## src/rtl/audio_i2s_rx.sv

```systemverilog
// I2S master receiver: generates adc_bclk/adc_lrc from osc_clk, deserialises both slots and offers sample pairs.
// Build option: define AUDIO_I2S_RX_LJ_EN for left-justified slot timing (default is standard I2S, MSB one bit late).
module audio_i2s_rx #(
    parameter int DATA_W   = 16,
    parameter int BCLK_DIV = 8
) (
    input  logic              osc_clk,
    input  logic              reset_n,
    input  logic              en,
    output logic              adc_bclk,
    output logic              adc_lrc,
    input  logic              adc_dat,
    output logic [DATA_W-1:0] left_data,
    output logic [DATA_W-1:0] right_data,
    output logic              out_valid,
    input  logic              out_ready,
    output logic              overrun
);

    localparam int DIV_W = $clog2(BCLK_DIV);
`ifdef AUDIO_I2S_RX_LJ_EN
    localparam int FIRST_BIT = 0;
`else
    localparam int FIRST_BIT = 1;
`endif
    localparam logic [DIV_W-1:0] DIV_LAST  = DIV_W'(BCLK_DIV - 1);
    localparam logic [4:0]       FIRST_IDX = 5'(FIRST_BIT);
    localparam logic [4:0]       LAST_IDX  = 5'(FIRST_BIT + DATA_W - 1);
    localparam logic [4:0]       SLOT_W    = 5'(DATA_W);

    logic [DIV_W-1:0]  div_q, div_d;
    logic              bclk_q, bclk_d;
    logic              lrc_q, lrc_d;
    logic [4:0]        bit_q, bit_d;
    logic [DATA_W-1:0] left_sr_q, left_sr_d;
    logic [DATA_W-1:0] right_sr_q, right_sr_d;
    logic              done_q, done_d;
    logic [DATA_W-1:0] left_data_q, left_data_d;
    logic [DATA_W-1:0] right_data_q, right_data_d;
    logic              out_valid_q, out_valid_d;
    logic              overrun_q, overrun_d;
    logic              in_window;

    // Subtracting FIRST_IDX wraps slot bit 0 to 31 in I2S mode, so one compare covers the data window.
    assign in_window = ((bit_q - FIRST_IDX) < SLOT_W);

    always_comb begin
        div_d        = div_q;
        bclk_d       = bclk_q;
        lrc_d        = lrc_q;
        bit_d        = bit_q;
        left_sr_d    = left_sr_q;
        right_sr_d   = right_sr_q;
        done_d       = 1'b0;
        left_data_d  = left_data_q;
        right_data_d = right_data_q;
        out_valid_d  = out_valid_q;
        overrun_d    = 1'b0;

        if (!en) begin
            div_d      = '0;
            bclk_d     = 1'b0;
            lrc_d      = 1'b0;
            bit_d      = '0;
            left_sr_d  = '0;
            right_sr_d = '0;
        end else if (div_q == DIV_LAST) begin
            div_d  = '0;
            bclk_d = ~bclk_q;
            if (!bclk_q) begin
                if (in_window) begin
                    if (lrc_q) begin
                        right_sr_d = {right_sr_q[DATA_W-2:0], adc_dat};
                    end else begin
                        left_sr_d = {left_sr_q[DATA_W-2:0], adc_dat};
                    end
                end
                done_d = lrc_q && (bit_q == LAST_IDX);
                bit_d  = bit_q + 5'd1;
            end else if (bit_q == 5'd0) begin
                // Falling edge after bit 31 of a slot opens the other slot.
                lrc_d = ~lrc_q;
            end
        end else begin
            div_d = div_q + DIV_W'(1);
        end

        if (done_q && en) begin
            if (!out_valid_q || out_ready) begin
                left_data_d  = left_sr_q;
                right_data_d = right_sr_q;
                out_valid_d  = 1'b1;
            end else begin
                overrun_d = 1'b1;
            end
        end else if (out_valid_q && out_ready) begin
            out_valid_d = 1'b0;
        end
    end

    always_ff @(posedge osc_clk or negedge reset_n) begin
        if (!reset_n) begin
            div_q        <= '0;
            bclk_q       <= 1'b0;
            lrc_q        <= 1'b0;
            bit_q        <= '0;
            left_sr_q    <= '0;
            right_sr_q   <= '0;
            done_q       <= 1'b0;
            left_data_q  <= '0;
            right_data_q <= '0;
            out_valid_q  <= 1'b0;
            overrun_q    <= 1'b0;
        end else begin
            div_q        <= div_d;
            bclk_q       <= bclk_d;
            lrc_q        <= lrc_d;
            bit_q        <= bit_d;
            left_sr_q    <= left_sr_d;
            right_sr_q   <= right_sr_d;
            done_q       <= done_d;
            left_data_q  <= left_data_d;
            right_data_q <= right_data_d;
            out_valid_q  <= out_valid_d;
            overrun_q    <= overrun_d;
        end
    end

    assign adc_bclk   = bclk_q;
    assign adc_lrc    = lrc_q;
    assign left_data  = left_data_q;
    assign right_data = right_data_q;
    assign out_valid  = out_valid_q;
    assign overrun    = overrun_q;

endmodule

```

## config.mk

```make
export PLATFORM = sky130hd
export DESIGN_NAME = audio_i2s_rx
export DESIGN_NICKNAME = d
export VERILOG_FILES = /design/src/rtl/audio_i2s_rx.sv
export SDC_FILE = /design/constraint.sdc
export NUM_CORES = 1
export LEC_CHECK = 0
export BUFFER_PORTS_ARGS = -buffer_cell sky130_fd_sc_hd__buf_2
export CORE_MARGIN = 3
export CORE_UTILIZATION = 32
export DETAILED_ROUTE_END_ITERATION = 8
export GPL_ROUTABILITY_DRIVEN = 1
export PLACE_DENSITY = 0.53
export SETUP_SLACK_MARGIN = 0.02
export SYNTH_ARGS = -nofsm -noshare
export SYNTH_HDL_FRONTEND = slang
export SYNTH_SLANG_ARGS = --single-unit
```

## constraint.sdc

```tcl
create_clock -name osc_clk -period 4.55 [get_ports osc_clk]
set_input_delay 0.91 -clock osc_clk [delete_from_list [all_inputs] [get_ports osc_clk]]
set_output_delay 0.91 -clock osc_clk [all_outputs]
set_load 0.005 [all_outputs]
```

==> results of run 1 <==
## placed cells by master, fill, tap and decap left out, types with 2 or more instances in the layout
cell type	n
mux2_2	31
buf_4	3
bufinv_16	2
nand4_1	2
nor2_1	2
dfrtp_1	77
nor3_1	2
nor2b_1	3
xnor2_1	4
inv_1	2
and2_1	7
clkbuf_8	10
ha_1	4
buf_2	39
mux2i_1	32
nand2_1	39
## logic make-up after synthesis
kind of cell	after synthesis	share of synthesized area
multiplexers	64	0.218
AND/OR/NAND/NOR	61	0.0933
XOR/XNOR	6	0.0192
adder cells (fa/ha/maj)	4	0.0160
AO/OA/AOI/OAI	2	0.00400
buffers and inverters	15	0.0332
flip-flops	77	0.616
## layout make-up
type,instances,area (um^2),share of cell area
clock inverter,4,72.6,0.0200
multi-input combinational,137,1100,0.303
timing repair buffer,42,218,0.0601
clock buffer,11,141,0.0390
tap,129,161,0.0445
inverter,2,7.51,0.00207
sequential,77,1930,0.532
## worst reg2reg max path, stage by stage (launching register included)
cell and delay (ps):
dfrtp_1 350, ha_1 150, ha_1 200, nor2b_1 640
nand3b_2 620, mux2i_1 350
## state kept, by name (all words and copies together), names as in the netlist
name / flops
left_data: 16
overrun: 1
left_sr_q: 16
right_data: 16
right_sr_q: 16
out_valid: 1
adc_bclk: 1
div_q: 3
adc_lrc: 1
bit_q: 5
done_q: 1
## metal layers
layer	GRT usage	wire length, um	vias to the layer above
met4	0.0590	140	0
met1	0.151	2690	870
met5	0	0	-
li1	-	-	855
met3	0.0259	211	11
met2	0.144	2310	32
## where the power goes
part / switching [uW] / internal [uW] / leakage [uW] / total (uW)
clock: 241 / 320 / 0.000105 / 562
sequential: 0.905 / 686 / 0.00107 / 687
combinational: 20.6 / 4.90 / 0.000858 / 25.5
## stage by stage
step / utilization / total power (uW)
5_1_grt: 0.387 / 1330
3_5_place_dp: 0.364 / 728
6_report: 0.387 / 1270
4_1_cts: 0.387 / 1290
3_3_place_gp: 0.364 / 728
2_1_floorplan: - / 710
## worst paths after layout
path,start,to,slack (ps),depth (start not counted)
setup / recovery,div_q[0],left_sr_q[11],2150,5
hold / removal,div_q[0],div_q[0],440,1
setup reg to reg,div_q[0],left_sr_q[11],2150,5
hold reg to reg,div_q[0],div_q[0],440,1
max in group asynchronous,reset_n,right_data[11],3200,1
min in group asynchronous,reset_n,left_data[0],700,1
==> metrics.md, run 1 <==
| Metric | Value |
|---|---|
| Vias in the first global route | 1798 |
| Largest net degree at the start of global routing | 78 |
| Startpoint Class | flop |
| Critical path cell sequence | ha_1 -> ha_1 -> nor2b_1 -> nand3b_2 -> mux2i_1 |
| Pwr dens | 352 nW/um^2 |
| CTS Sinks | 77 |
| P&R area growth vs syn | 16.0% |
| CP max-delay cell | nor2b_1 |
| Design Area, Final | 3620 um^2 |
| Total gr overflow | 0 |
| Die width | 105 um |
| I/O Pins | 41 |
| Yosys top cell area share | 0.616 |
| Unrepaired setup endpoints after global routing | false |
| Post-route ant nets | 0 |
| FILL cells | 954 |
| F_max | 0.416 GHz |
| Fin nets | 278 |
| Hold Buf Count CTS | 0 |
| Number of antenna violations at the first check in global routing | 0 |
| Port buffer count | 40 |
| Status | completed |
| DPL Wire Length | 3370 um |
| Worst-Margin Slew | 971 ps |
| Number of gates resized after CTS | 0 |
| FFs w/ async S/R, synth | 1.00 |
| Most common flop cell mapped by yosys | dfrtp_1 |
| Setup Slack @ Placement | 1940 ps |
| GRT Util Overall | 0.105 |
| Post-synth EDFFs | 0 |
| Drt total wl | 5360 um |
| Mapped Nets | 238 |
| Synth Register Bits | 77 |
| Critical path endpoint category | flop |
| Longest Clk Path Bufs | 2 |
| Seq/Total Area, Yosys | 0.616 |
| CTS tree | built |
| Via Count | 1768 |
| Total die area | 11000 um^2 |
| Post-synth cell types | 27 |
| Num rows | 35 |
| Buffer count from post-CTS setup fixing | 0 |
| Buf/Inv on CP | 0 |
| DR iter-0 viols | 70 |
| Routed len/inst | 13.3 um |
| Most used cell, CP | ha_1 |
| Setup violations, final | 0 |
| Global-route wire length before repair | 9140 um |
| Setup CP Type | flop to flop |
| LEAKAGE | 0.00204 uW |
| TritonCTS buffer count | 9 |
| Setup TNS | 0 ps |
| Final Hold Vio Count | 0 |
| Max capacitance violation total | 0 |
| Most common cell in the synthesized netlist | dfrtp_1 |
| Final cycle utilization of the critical path | 0.528 |
| Clk pin slew, worst setup/hold paths | 70 ps |
| # DRC | 0 |
| Crit Path Max Fanout | 16 |
| Final setup skew | 8.05 ps |
| Starting Density | 0.334 |
| Clock root buffer | clkbuf_8 |
| GPL Wtd Cong | 0.688 |
| Core ar. | 9370 um^2 |
| Synth area leaders | dfrtp_1, mux2_2, mux2i_1 |
| Synth top cells by count | dfrtp_1, nand2_1, mux2i_1 |
| N_diodes | 0 |
| Worst setup margin | 2150 ps |
| Max_slew headroom | 0.353 |
| Skew-Pair Late Insertion Delay | 340 ps |
| Area after DPL | 3410 um^2 |
| Post-Syn Instances | 229 |
| Synthesized area per cell | 13.6 um^2 |
| DR pass1 iterations | 4 |
| Peak per-stage delay on the critical path | 640 ps |
| Fin crit period | 2400 ps |
| Placed cells | 387 |
| Max Slew Vio Count | 0 |
| Max H-tree Level | 3 |
| Non-Filler Instances | 402 |
| DIE HEIGHT | 105 um |
| Yosys warns | 0 |
| Vias per cell | 4.40 |
| Synth Cell Area | 3130 um^2 |
| Worst EP required | 4790 ps |
| Peak VDD IR | 188 uV |
| CP top delay family | simple AND/OR/NAND/NOR gates |
| Layout cells sized above 1 | 0.337 |
| Cell taking the most area after synthesis | dfrtp_1 |
| Fin Hold WS | 440 ps |
| Hold Path Class | flop to flop |
| Crit path DAT | 2650 ps |
No activity file was read; power rests on OpenSTA's default activity.
==> run 2: changes to the inputs <==
- PLACE_DENSITY: 0.53 -> 0.55
- clock period: 4.55 -> 2.1 ns (I/O delays scaled with it)
==> run 2 against run 1 <==
Compared with the run above:
- sequential share of layout area decreased by 1.7 points
- clock power increased by 140%
- final area increased by 3.3%
- cell count increased by 2.0%
- worst hold slack got worse by 430 ps
- highest routed layer unchanged
- total power increased by 130%
- combinational power increased by 140%
- sequential cell count unchanged
- non-clock buffer count increased by 7
- clock skew decreased by 1.6 ps
- largest power group unchanged
- first-iteration DRC count decreased by 8.6%
==> metrics.md, run 2 (synthesis results as in run 1) <==
| Metric | Value |
|---|---|
| TritonCTS buffer count | 9 |
| R2R depth | 7 |
| Longest Clk Path Bufs | 2 |
| Setup CP Type | flop to flop |
| Register area | 1930 um^2 |
| I/O Pins | 41 |
| Setup violations, final | 0 |
| Status | completed |
| Max capacitance violation total | 0 |
| # DRC | 0 |
| Final Hold Vio Count | 0 |
| Number of gates resized after CTS | 0 |
| Fin Hold WS | 7.22 ps |
| Startpoint Class | flop |
| R2R Path Start | bit_q[0] |
| Final cycle utilization of the critical path | 0.904 |
| FILL cells | 926 |
| F_max | 0.527 GHz |
| Worst-Margin Slew | 420 ps |
| Hold Path Class | input pin to asynchronous set/reset pin |
| Starting Density | 0.334 |
| Reg2reg end | left_sr_q[1] |
| Vias in the first global route | 1841 |
| Peak per-stage delay on the critical path | 410 ps |
| Worst Setup SP | bit_q[0] |
| Total gr overflow | 0 |
| DR iter-0 viols | 64 |
| Multi-input logic area | 1100 um^2 |
| Hold Buf Count CTS | 0 |
| Num rows | 35 |
| Number of antenna violations at the first check in global routing | 0 |
| Fin nets | 285 |
| Post-route ant nets | 0 |
| LEAKAGE | 0.00210 uW |
| Clk pin slew, worst setup/hold paths | 80 ps |
| Final setup skew | 6.45 ps |
| CTS Sinks | 77 |
| Drt total wl | 5240 um |
| Peak VDD IR | 328 uV |
| Design Area, Final | 3750 um^2 |
| DR pass1 iterations | 4 |
| Critical path cell sequence | inv_1 -> ha_1 -> or3b_4 -> xor2_2 -> nand3b_2 -> buf_12 -> mux2i_1 |
| Critical path endpoint category | flop |
| Max Slew Vio Count | 0 |
| Clock root buffer | clkbuf_8 |
| Port buffer count | 40 |
| Die width | 105 um |
| Largest net degree at the start of global routing | 45 |
| Combinational power share | 0.021 |
| Unrepaired setup endpoints after global routing | false |
| Layout cells sized above 1 | 0.359 |
| Buffer count from post-CTS setup fixing | 0 |
| Max H-tree Level | 3 |
| Clock power share | 0.466 |
| Total die area | 11000 um^2 |
| Switching portion of total power | 0.208 |
| Commonest non-fill, non-tap cell in the layout | dfrtp_1 |
| Core ar. | 9370 um^2 |
| Routed len/inst | 12.8 um |
| GRT Util Overall | 0.104 |
| Setup TNS | 0 ps |
| Fin crit period | 1900 ps |
| DPL Wire Length | 3570 um |
| Max_slew headroom | 0.720 |
| Worst EP required | 2320 ps |
| Pwr dens | 774 nW/um^2 |
| CP max-delay cell | dfrtp_1 |
| DIE HEIGHT | 105 um |
| GPL Wtd Cong | 0.702 |
| Most frequent cells in the layout | dfrtp_1, nand2_1, buf_2 |
| FF-to-FF setup slack | 200 ps |
| Crit Path Max Fanout | 12 |
| Seq pwr share | 0.513 |
| N_diodes | 0 |
| Vias per cell | 4.33 |
| Skew-Pair Late Insertion Delay | 340 ps |
| Global-route wire length before repair | 9180 um |
| Switching pwr | 602 uW |
| Crit path DAT | 2120 ps |
| Area after DPL | 3500 um^2 |
| Pint | 2300 uW |
| CTS tree | built |
| P&R area growth vs syn | 19.9% |
| Via Count | 1776 |
run 2: worst max-delay path by stage:
stage / to / slack [ps]
floorplan: right_sr_q[10] / 290
global placement: left_sr_q[3] / 250
detailed placement: left_sr_q[12] / 210
CTS: left_sr_q[1] / 190
global route: left_sr_q[1] / 80
finish: left_sr_q[1] / 200
run 2: layout make-up:
class | count | area share
Sequential cell | 77 | 0.514
Inverter | 2 | 0.00200
Clock buffer | 9 | 0.0331
Timing Repair Buffer | 49 | 0.0822
Clock inverter | 7 | 0.0324
Tap cell | 129 | 0.0431
Multi-Input combinational cell | 137 | 0.293
run 2: layer usage:
metal  global-route usage  share of wire  vias to the layer above
met2                0.153           0.44                       36
met5                    0              0                        -
li1                     -              -                      865
met4               0.0422          0.017                        0
met3               0.0352          0.053                       10
met1                0.142           0.49                      865
run 2: critical path, delay by kind of cell, from the launching register on:
kind	cells	cell delay, ps
xor gates and xnor gates	1	190
adders and majority gates	1	140
buffers and inverters	2	320
DFF	1	410
muxes	1	120
and+or+nand+nor	2	600
run 2: power by group through the flow:
| stage | Clock (uW) | Combinational, uW | Sequential (uW) |
|---|---|---|---|
| after floorplan | 0 | 19.7 | 1520 |
| after global placement | 0 | 63.5 | 1520 |
| after detailed placement | 0 | 64.3 | 1520 |
| after CTS | 1400 | 64.5 | 1490 |
| after global routing | 1470 | 71.9 | 1490 |
| final | 1350 | 60.2 | 1490 |
run 2: through the flow:
| stage | setup WS, ps | cells | utilization | total power [uW] |
|---|---|---|---|---|
| 2_1_floorplan | 291 | 229 | - | 1540 |
| 3_3_place_gp | 248 | 394 | 0.374 | 1580 |
| 3_5_place_dp | 206 | 394 | 0.374 | 1580 |
| 4_1_cts | 186 | 410 | 0.400 | 2960 |
| 5_1_grt | 82.4 | 410 | 0.400 | 3030 |
| 6_report | 202 | 410 | 0.400 | 2900 |
